**config.mk**
```make
export PLATFORM = sky130hd
export DESIGN_NAME = decode_queue_flat
export DESIGN_NICKNAME = d
export VERILOG_FILES = /design/src/rtl/decode_queue_if.sv /design/src/rtl/decode_queue.sv /design/src/flat_wrapper.sv
export SDC_FILE = /design/constraint.sdc
export NUM_CORES = 1
export LEC_CHECK = 0
export ABC_AREA = 1
export ABC_CLOCK_PERIOD_IN_PS = 1800
export BUFFER_PORTS_ARGS = -buffer_cell sky130_fd_sc_hd__buf_2
export CAP_MARGIN = 0
export CELL_PAD_IN_SITES_DETAIL_PLACEMENT = 1
export CELL_PAD_IN_SITES_GLOBAL_PLACEMENT = 1
export CORE_ASPECT_RATIO = 0.5
export CORE_MARGIN = 2
export CORE_UTILIZATION = 35
export DETAILED_ROUTE_END_ITERATION = 7
export PLACE_DENSITY_LB_ADDON = 0.2
export SETUP_SLACK_MARGIN = 0.5
export SLEW_MARGIN = 10
export SYNTH_ARGS = -nofsm -noshare
export SYNTH_HDL_FRONTEND = slang
export SYNTH_SLANG_ARGS = --single-unit
```
**constraint.sdc**
```tcl
create_clock -name clk -period 1.8 [get_ports clk]
set_input_delay 0.27 -clock clk [delete_from_list [all_inputs] [get_ports clk]]
set_output_delay 0.27 -clock clk [all_outputs]
set_load 0.005 [all_outputs]
```
**src/rtl/decode_queue_if.sv**
```systemverilog
// Handshake and decoded-bundle signals between the instruction source, decode_queue and its consumer.
interface decode_queue_if #(
  parameter int DEPTH      = 2,
  parameter int REG_ADDR_W = 4
);
  logic                     instr_valid;
  logic                     instr_ready;
  logic [15:0]              instruction;
  logic                     flush;
  logic                     dec_valid;
  logic                     dec_ready;
  logic [REG_ADDR_W-1:0]    dec_rd;
  logic [REG_ADDR_W-1:0]    dec_rs;
  logic [REG_ADDR_W-1:0]    dec_rt;
  logic [2:0]               dec_nzp;
  logic [7:0]               dec_imm;
  logic                     dec_reg_we;
  logic                     dec_mem_re;
  logic                     dec_mem_we;
  logic                     dec_nzp_we;
  logic                     dec_alu_out_mux;
  logic                     dec_pc_mux;
  logic                     dec_ret;
  logic                     dec_illegal;
  logic [1:0]               dec_reg_in_mux;
  logic [2:0]               dec_alu_arith_mux;
  logic [$clog2(DEPTH):0]   count;

  modport master (
    output instr_valid, instruction, flush, dec_ready,
    input  instr_ready, dec_valid, dec_rd, dec_rs, dec_rt, dec_nzp, dec_imm,
           dec_reg_we, dec_mem_re, dec_mem_we, dec_nzp_we, dec_alu_out_mux,
           dec_pc_mux, dec_ret, dec_illegal, dec_reg_in_mux, dec_alu_arith_mux, count
  );

  modport slave (
    input  instr_valid, instruction, flush, dec_ready,
    output instr_ready, dec_valid, dec_rd, dec_rs, dec_rt, dec_nzp, dec_imm,
           dec_reg_we, dec_mem_re, dec_mem_we, dec_nzp_we, dec_alu_out_mux,
           dec_pc_mux, dec_ret, dec_illegal, dec_reg_in_mux, dec_alu_arith_mux, count
  );
endinterface

```
**src/rtl/decode_queue.sv**
```systemverilog
// Decodes 16-bit instructions on accept and buffers the bundles in a DEPTH-entry FIFO.
// Define DECODE_QUEUE_EXT_ALU_EN to make AND/OR/XOR (opcodes 1010/1011/1100) legal.
module decode_queue #(
  parameter int DEPTH      = 2,
  parameter int REG_ADDR_W = 4
) (
  input  logic           clk,
  input  logic           reset,
  decode_queue_if.slave  q
);

  localparam int PTR_W = (DEPTH > 1) ? $clog2(DEPTH) : 1;
  localparam int CNT_W = PTR_W + 1;
  localparam logic [CNT_W-1:0] FULL_CNT = CNT_W'(DEPTH);

  generate
    if (DEPTH < 2 || (DEPTH & (DEPTH - 1)) != 0) begin : g_bad_depth
      $error("decode_queue: DEPTH must be a power of two, at least 2");
    end
    if (REG_ADDR_W < 1 || REG_ADDR_W > 4) begin : g_bad_addr_w
      $error("decode_queue: REG_ADDR_W must be between 1 and 4");
    end
  endgenerate

  typedef enum logic [3:0] {
    OP_NOP   = 4'b0000,
    OP_BR    = 4'b0001,
    OP_CMP   = 4'b0010,
    OP_ADD   = 4'b0011,
    OP_SUB   = 4'b0100,
    OP_MUL   = 4'b0101,
    OP_DIV   = 4'b0110,
    OP_LDR   = 4'b0111,
    OP_STR   = 4'b1000,
    OP_CONST = 4'b1001,
    OP_AND   = 4'b1010,
    OP_OR    = 4'b1011,
    OP_XOR   = 4'b1100,
    OP_RET   = 4'b1111
  } opcode_e;

  typedef struct packed {
    logic [REG_ADDR_W-1:0] rd;
    logic [REG_ADDR_W-1:0] rs;
    logic [REG_ADDR_W-1:0] rt;
    logic [2:0]            nzp;
    logic [7:0]            imm;
    logic                  reg_we;
    logic                  mem_re;
    logic                  mem_we;
    logic                  nzp_we;
    logic                  alu_out_mux;
    logic                  pc_mux;
    logic                  ret;
    logic                  illegal;
    logic [1:0]            reg_in_mux;
    logic [2:0]            arith;
  } bundle_t;

  bundle_t           mem [DEPTH];
  bundle_t           dec_in;
  bundle_t           head;
  logic [PTR_W-1:0]  wr_ptr;
  logic [PTR_W-1:0]  rd_ptr;
  logic [CNT_W-1:0]  cnt;
  logic              push;
  logic              pop;
  logic              not_empty;
  logic [3:0]        opcode;

  assign opcode    = q.instruction[15:12];
  assign not_empty = (cnt != '0);
  assign push      = q.instr_valid && q.instr_ready && !q.flush;
  assign pop       = not_empty && q.dec_ready && !q.flush;

  always_comb begin
    dec_in       = '0;
    dec_in.rd    = q.instruction[8 +: REG_ADDR_W];
    dec_in.rs    = q.instruction[4 +: REG_ADDR_W];
    dec_in.rt    = q.instruction[0 +: REG_ADDR_W];
    dec_in.nzp   = q.instruction[11:9];
    dec_in.imm   = q.instruction[7:0];
    case (opcode)
      OP_NOP:   ;
      OP_BR:    dec_in.pc_mux = 1'b1;
      OP_CMP: begin
        dec_in.alu_out_mux = 1'b1;
        dec_in.nzp_we      = 1'b1;
      end
      OP_ADD: begin
        dec_in.reg_we = 1'b1;
        dec_in.arith  = 3'b000;
      end
      OP_SUB: begin
        dec_in.reg_we = 1'b1;
        dec_in.arith  = 3'b001;
      end
      OP_MUL: begin
        dec_in.reg_we = 1'b1;
        dec_in.arith  = 3'b010;
      end
      OP_DIV: begin
        dec_in.reg_we = 1'b1;
        dec_in.arith  = 3'b011;
      end
      OP_LDR: begin
        dec_in.reg_we     = 1'b1;
        dec_in.mem_re     = 1'b1;
        dec_in.reg_in_mux = 2'b01;
      end
      OP_STR:   dec_in.mem_we = 1'b1;
      OP_CONST: begin
        dec_in.reg_we     = 1'b1;
        dec_in.reg_in_mux = 2'b10;
      end
      OP_RET:   dec_in.ret = 1'b1;
`ifdef DECODE_QUEUE_EXT_ALU_EN
      OP_AND: begin
        dec_in.reg_we = 1'b1;
        dec_in.arith  = 3'b100;
      end
      OP_OR: begin
        dec_in.reg_we = 1'b1;
        dec_in.arith  = 3'b101;
      end
      OP_XOR: begin
        dec_in.reg_we = 1'b1;
        dec_in.arith  = 3'b110;
      end
`endif
      default:  dec_in.illegal = 1'b1;
    endcase
  end

  // Storage needs no reset: the head is masked to zero whenever the queue is empty.
  always_ff @(posedge clk) begin
    if (push) begin
      mem[wr_ptr] <= dec_in;
    end
  end

  always_ff @(posedge clk) begin
    if (reset || q.flush) begin
      wr_ptr <= '0;
      rd_ptr <= '0;
      cnt    <= '0;
    end else begin
      if (push) begin
        wr_ptr <= wr_ptr + PTR_W'(1);
      end
      if (pop) begin
        rd_ptr <= rd_ptr + PTR_W'(1);
      end
      if (push && !pop) begin
        cnt <= cnt + CNT_W'(1);
      end else if (pop && !push) begin
        cnt <= cnt - CNT_W'(1);
      end
    end
  end

  always_comb begin
    head = '0;
    if (not_empty) begin
      head = mem[rd_ptr];
    end
  end

  assign q.instr_ready       = (cnt < FULL_CNT);
  assign q.dec_valid         = not_empty;
  assign q.count             = cnt;
  assign q.dec_rd            = head.rd;
  assign q.dec_rs            = head.rs;
  assign q.dec_rt            = head.rt;
  assign q.dec_nzp           = head.nzp;
  assign q.dec_imm           = head.imm;
  assign q.dec_reg_we        = head.reg_we;
  assign q.dec_mem_re        = head.mem_re;
  assign q.dec_mem_we        = head.mem_we;
  assign q.dec_nzp_we        = head.nzp_we;
  assign q.dec_alu_out_mux   = head.alu_out_mux;
  assign q.dec_pc_mux        = head.pc_mux;
  assign q.dec_ret           = head.ret;
  assign q.dec_illegal       = head.illegal;
  assign q.dec_reg_in_mux    = head.reg_in_mux;
  assign q.dec_alu_arith_mux = head.arith;

endmodule

```
**src/flat_wrapper.sv**
```systemverilog
// flat-port wrapper written by rule: the top's interface ports become plain ports
module decode_queue_flat 
#(
  parameter int DEPTH      = 2,
  parameter int REG_ADDR_W = 4
)
  (clk, reset, q_instr_valid, q_instruction, q_flush, q_dec_ready, q_instr_ready, q_dec_valid, q_dec_rd, q_dec_rs, q_dec_rt, q_dec_nzp, q_dec_imm, q_dec_reg_we, q_dec_mem_re, q_dec_mem_we, q_dec_nzp_we, q_dec_alu_out_mux, q_dec_pc_mux, q_dec_ret, q_dec_illegal, q_dec_reg_in_mux, q_dec_alu_arith_mux, q_count);
  decode_queue_if #(.DEPTH(DEPTH), .REG_ADDR_W(REG_ADDR_W)) q_i ();
  input  logic clk;
  input  logic reset;
  input wire logic [$bits(q_i.instr_valid)-1:0] q_instr_valid;
  input wire logic [$bits(q_i.instruction)-1:0] q_instruction;
  input wire logic [$bits(q_i.flush)-1:0] q_flush;
  input wire logic [$bits(q_i.dec_ready)-1:0] q_dec_ready;
  output wire logic [$bits(q_i.instr_ready)-1:0] q_instr_ready;
  output wire logic [$bits(q_i.dec_valid)-1:0] q_dec_valid;
  output wire logic [$bits(q_i.dec_rd)-1:0] q_dec_rd;
  output wire logic [$bits(q_i.dec_rs)-1:0] q_dec_rs;
  output wire logic [$bits(q_i.dec_rt)-1:0] q_dec_rt;
  output wire logic [$bits(q_i.dec_nzp)-1:0] q_dec_nzp;
  output wire logic [$bits(q_i.dec_imm)-1:0] q_dec_imm;
  output wire logic [$bits(q_i.dec_reg_we)-1:0] q_dec_reg_we;
  output wire logic [$bits(q_i.dec_mem_re)-1:0] q_dec_mem_re;
  output wire logic [$bits(q_i.dec_mem_we)-1:0] q_dec_mem_we;
  output wire logic [$bits(q_i.dec_nzp_we)-1:0] q_dec_nzp_we;
  output wire logic [$bits(q_i.dec_alu_out_mux)-1:0] q_dec_alu_out_mux;
  output wire logic [$bits(q_i.dec_pc_mux)-1:0] q_dec_pc_mux;
  output wire logic [$bits(q_i.dec_ret)-1:0] q_dec_ret;
  output wire logic [$bits(q_i.dec_illegal)-1:0] q_dec_illegal;
  output wire logic [$bits(q_i.dec_reg_in_mux)-1:0] q_dec_reg_in_mux;
  output wire logic [$bits(q_i.dec_alu_arith_mux)-1:0] q_dec_alu_arith_mux;
  output wire logic [$bits(q_i.count)-1:0] q_count;
  assign q_i.instr_valid = q_instr_valid;
  assign q_i.instruction = q_instruction;
  assign q_i.flush = q_flush;
  assign q_i.dec_ready = q_dec_ready;
  assign q_instr_ready = q_i.instr_ready;
  assign q_dec_valid = q_i.dec_valid;
  assign q_dec_rd = q_i.dec_rd;
  assign q_dec_rs = q_i.dec_rs;
  assign q_dec_rt = q_i.dec_rt;
  assign q_dec_nzp = q_i.dec_nzp;
  assign q_dec_imm = q_i.dec_imm;
  assign q_dec_reg_we = q_i.dec_reg_we;
  assign q_dec_mem_re = q_i.dec_mem_re;
  assign q_dec_mem_we = q_i.dec_mem_we;
  assign q_dec_nzp_we = q_i.dec_nzp_we;
  assign q_dec_alu_out_mux = q_i.dec_alu_out_mux;
  assign q_dec_pc_mux = q_i.dec_pc_mux;
  assign q_dec_ret = q_i.dec_ret;
  assign q_dec_illegal = q_i.dec_illegal;
  assign q_dec_reg_in_mux = q_i.dec_reg_in_mux;
  assign q_dec_alu_arith_mux = q_i.dec_alu_arith_mux;
  assign q_count = q_i.count;
  decode_queue #(.DEPTH(DEPTH), .REG_ADDR_W(REG_ADDR_W)) u_core (.clk(clk), .reset(reset), .q(q_i));
endmodule
```
Yosys cells after proc, flatten, opt, wreduce, memory -nomap -nowiden
Memories as Yosys holds them, arrays and structs flattened. A register that Yosys moved wholly into a read port is not among the register bits.
Cells that the tools add are included.
{"block": "word_totals", "in_bits": 21, "wordCells": 50, "output_inout_bits": 40, "register_bits": 4, "ram_bits": 70, "n_memories": 1, "romBits": 0, "latch_bits": 0}
{"name": "u_core.mem", "depth": 2, "width": 35, "read_ports": 1, "rd_ports_with_merged_regs": 1, "write_ports": 1, "line_no": "decode_queue.sv:60", "rtl": "bundle_t mem [DEPTH];"}
{"block": "classes", "addsub": 4, "muxes": 16, "n_lt_le_gt_ge": 1, "n_eq_ne": 10, "div_mod_pow": 0, "n_bitwise": 0, "n_reduce_logical": 15, "n_shift": 0, "n_mul": 0}
{"op": "$mux W36", "n": 1}
{"op": "$eq A4 B3 Y1 const B", "n": 4}
{"op": "$eq A4 B4 Y1 const B", "n": 3}
{"op": "$reduce_or A11 Y1", "n": 1}
{"op": "$mux W1", "n": 10}
{"op": "$eq A4 B2 Y1 const B", "n": 2}
{"op": "$logic_and A1 B1 Y1", "n": 6}
{"op": "$mux W2", "n": 3}
{"op": "$pmux W2 S3", "n": 1}
{"op": "$reduce_or A6 Y1", "n": 1}
{"op": "$eq A4 B1 Y1 const B", "n": 1}
{"op": "$logic_not A4 Y1", "n": 1}
{"op": "$pmux W2 S2", "n": 1}
{"op": "$reduce_bool A2 Y1", "n": 2}
{"op": "$logic_not A1 Y1", "n": 3}
{"op": "$add A1 B1 Y1 const B", "n": 2}
{"op": "$add A2 B1 Y2 const B", "n": 1}
{"op": "$lt A2 B2 Y1 const B", "n": 1}
{"op": "$sub A2 B1 Y2 const B", "n": 1}
{"op": "$logic_or A1 B1 Y1", "n": 1}

Logic depth before layout (Yosys ltp)
{"block": "logic_depth", "depth_word": 7, "mapped_depth": 10, "mapped_depth_nobuf": 10}

Least setup slack after synthesis
No wires, ideal clock.
{"block": "synth_path", "path_kind": "reg-to-reg", "startpoint": "register u_core.cnt[1], in the netlist u_core.q.count[1]", "endpoint": "memory u_core.mem[1][0] (netlist bit), enable pin", "setup_ps": 401, "t_arrival_ps": 1520, "period_less_slack_ps": 1921, "setup_slack_ps": -121, "required_time_ps": 1399, "stages_incl_launch_ff": 4, "n_path_buf": 0, "cell_sequence": "dfxtp_1 inv_1 nand3_1 nor2_1"}
{"block": "synth_between", "elab_chain_cells": 5}
{"item": "start: declaration", "line_no": "decode_queue.sv:65", "rtl": "logic [CNT_W-1:0] cnt;"}
{"item": "start signal: assignment", "line_no": "decode_queue.sv:155", "rtl": "cnt <= cnt + CNT_W'(1);"}
{"item": "start signal: assignment", "line_no": "decode_queue.sv:157", "rtl": "cnt <= cnt - CNT_W'(1);"}
{"item": "$lt A2 B2 Y1", "line_no": "decode_queue.sv:169", "rtl": "assign q.instr_ready = (cnt < FULL_CNT);"}
{"item": "via q_instr_ready", "line_no": "flat_wrapper.sv:15", "rtl": "output wire logic [$bits(q_i.instr_ready)-1:0] q_instr_ready;"}
{"item": "$logic_and A1 B1 Y1 (2 in series)", "line_no": "decode_queue.sv:73", "rtl": "assign push = q.instr_valid && q.instr_ready && !q.flush;"}
{"item": "$mux W1", "line_no": "decode_queue.sv:137", "rtl": "if (push) begin"}
{"item": "$mux W1 (implied by the code)", "line_no": "decode_queue.sv:138", "rtl": "mem[wr_ptr] <= dec_in;"}
{"item": "end: declaration", "line_no": "decode_queue.sv:60"}
The timed path passes the listed nets, and every way through them passes these cells.

==> results.toml <==
[route]
routedWlPerCell_um = 15.81
post-route-drc-count = 0
met1_length_um = 2245
totalWireLength_um = 5280
highest_layer = "met4"
wl_met3_um = 254
vias = 1609
first_iter_violations = 53
ant_nets = 0
viasPerCell = 4.817
met2WireLength_um = 2688
drt_pass1_iterations = 3

[placed_design]
place.port_buffers = 59
dp_hpwl_um = 3075
dp_slack_ps = 386.9
place_congestion = 0.8173

[sta]
setup_slack_ps = 272.9
report.final.hold_viol_count = 0
max_freq_mhz = 654.8
rsz0062_at_grt = "true"
fin_crit_sh_pct = 84.84
fin_crit_ps = 1527
slew_violations = 0
skew_ps = 2.324
fin_setup_tns_ps = 0
setup_viol = 0

[floorplan]
rows = 19
die_area_um2 = 6664
initial_utilization_pct = 37.22
dieWidth_um = 113.5
boundaryPins = 61
fp.coreArea_um2 = 5634
die_h_um = 58.74

[layout]
utilization_pct = 54.23
syn_to_final_growth_pct = 45.70
diodes = 0
n_fill_cell = 611
drive_above_1_share_pct = 49.04
nets = 283

[clocking]
cts.sinks = 49
clockBufferDepth = 2
cts_hold_buf = 0
cts.htree.levels = 2
cts_buffers = 5
cts_tree = "yes"
cts-root-buf = "clkbuf_16"
insertion_delay_ps = 280
clk_pin_slew_ps = 60

[power]
power_density_nw_per_um2 = 865.6
power.share.switching_pct = 21.34
clkPwrFrac_pct = 38.8
peakVddDrop_uv = 347.2
internal-power_mw = 2.080
p_comb_share_pct = 12.4
leakagePower_nw = 1.266
switchingPower_mw = 0.5644
seqPwrFrac_pct = 48.8

[global_route]
grt_overflow = 0
antenna_found_initial = 0
grt_pass1_vias = 1675
grt_start_max_net_pins = 24
grt_util_all_layers_pct = 15.45
grt_pass1_wl_um = 7721

[critical_path]
start_kind = "register"
worstPathMaxFanout = 4
crit_type = "reg2out"
timing.rr.start = "u_core.q.count[1]"
crit_path_end_kind = "primary output"
critPathArrivalTime_ps = 1260
crit_required_ps = 1530

[synth]
yosys.area.top_type_share_pct = 63.01
synth.yosys.warnings = 0
yosysTopAreaCell = "edfxtp_1"
syn_inst = 193
ys_ff_latch = 49
synth_area_um2 = 2097
syn_nets = 215
avgSynthCellArea_um2 = 10.87
ys_types = 20
yosysSeqAreaShare_pct = 67.78
synth_area_leaders = "edfxtp_1 63%, nand2_1 10%, a21oi_1 5.7%, buf_4 5.0%, dfxtp_1 4.8%"

[run_status]
outcome = "complete, no violations"

[hold_path]
hold_start = "q_instruction[10]"
hold_path.class = "in2reg"

[flow_run]
drv_cap = 0
==> area by class of cell <==
cell class / instances / area (µm²) / share of cell area [%]
clock inverter: 2 / 35.03 / 1.147
clock buffer: 5 / 125.1 / 4.095
tap: 73 / 91.34 / 2.989
sequential: 49 / 1433 / 46.89
multi-input combinational: 111 / 648.1 / 21.21
timing repair buffer: 81 / 664.4 / 21.74
inverter: 13 / 58.81 / 1.925
==> cells by family (layout without fill, tap and decap cells) <==
logic type	Yosys count	in the layout	share of synthesized area, %
buf+inv	33	101	8.771
other cells	1	1	0.1788
compound gates	29	29	7.220
simple gates	80	80	15.45
flops	49	49	67.78
fa+ha+maj	1	1	0.5966
==> through the flow <==
| stage | std cells | total power [mW] | area, µm² | hold slack [ps] |
|---|---|---|---|---|
| 2_1_floorplan | 193 | 1.442 | 2127 | 368.9 |
| 5_1_grt | 334 | 2.741 | 3055 | 172.8 |
| 3_3_place_gp | 310 | 1.522 | 2429 | 460.2 |
| 4_1_cts | 327 | 2.600 | 2808 | 168.8 |
| 3_5_place_dp | 310 | 1.532 | 2429 | 462.9 |
| 6_report | 334 | 2.645 | 3055 | 171.9 |
==> worst max-delay path: stages, from the launching register on <==
cell,delay [ps]
dfxtp_4,380
inv_6,90
buf_4,130
nand2_1,60
a21oi_2,170
buf_2,140
==> timing repair <==
item / CTS / global route
buffers inserted: 8 / 5
resized for setup: 26 / 36
pin swaps: 1 / 12
setup endpoints to repair: 60 / 82
cloned: 2 / 2
==> Yosys cell counts <==
cell      number
nand4_1        1
a31oi_1        1
o21ai_0        3
nand3_1        3
dfxtp_1        5
buf_2          6
nor4_1         1
nor3_1         2
or2_1          1
a21oi_1       24
nand2_1       56
buf_4         14
o211a_1        1
edfxtp_1      44
nor2_4         1
ha_1           1
inv_1         13
conb_1         1
nor2_2         1
nor2_1        14
==> power groups by stage <==
stage	Clock [mW]	Sequential (mW)	Combinational (mW)
after floorplan	0	1.31	0.129
after global placement	0	1.31	0.209
after detailed placement	0	1.32	0.216
after CTS	1.03	1.29	0.278
after global routing	1.09	1.29	0.360
final	1.03	1.29	0.328
==> flip-flops by register name, summed over array words and instances (netlist names), named ones only <==
| signal | cells |
|---|---|
| u_core.mem | 44 |
| u_core.q.count | 2 |
| u_core.rd_ptr | 1 |
| u_core.wr_ptr | 1 |
==> routing by layer <==
metal | GRT usage (%) | vias to the layer above
met5 | 0 | -
met4 | 6.272 | 0
met3 | 3.913 | 9
met2 | 28.49 | 44
met1 | 17.64 | 780
li1 | - | 776
==> cell usage in the layout (no fill, tap or decap), drive strengths merged <==
| cell | n |
|---|---|
| nor3 | 2 |
| or2 | 1 |
| ha | 1 |
| o211a | 1 |
| conb | 1 |
| clkinv | 1 |
| a21oi | 24 |
| nand4 | 1 |
| o21ai | 3 |
| bufinv | 1 |
| inv | 13 |
| nor4 | 1 |
| edfxtp | 44 |
| a31oi | 1 |
| nand3 | 3 |
| dfxtp | 5 |
| buf | 79 |
| clkbuf | 7 |
| nand2 | 56 |
| nor2 | 16 |
==> worst paths after layout <==
path	to	slack, ps	depth (start not counted)
max reg2reg	u_core.mem[0][9]	410	7
max	q_dec_reg_in_mux[0]	270	5
min reg2reg	register	530	2
min	u_core.mem[1][33]	170	1
Power figures use the tool's default switching activity.
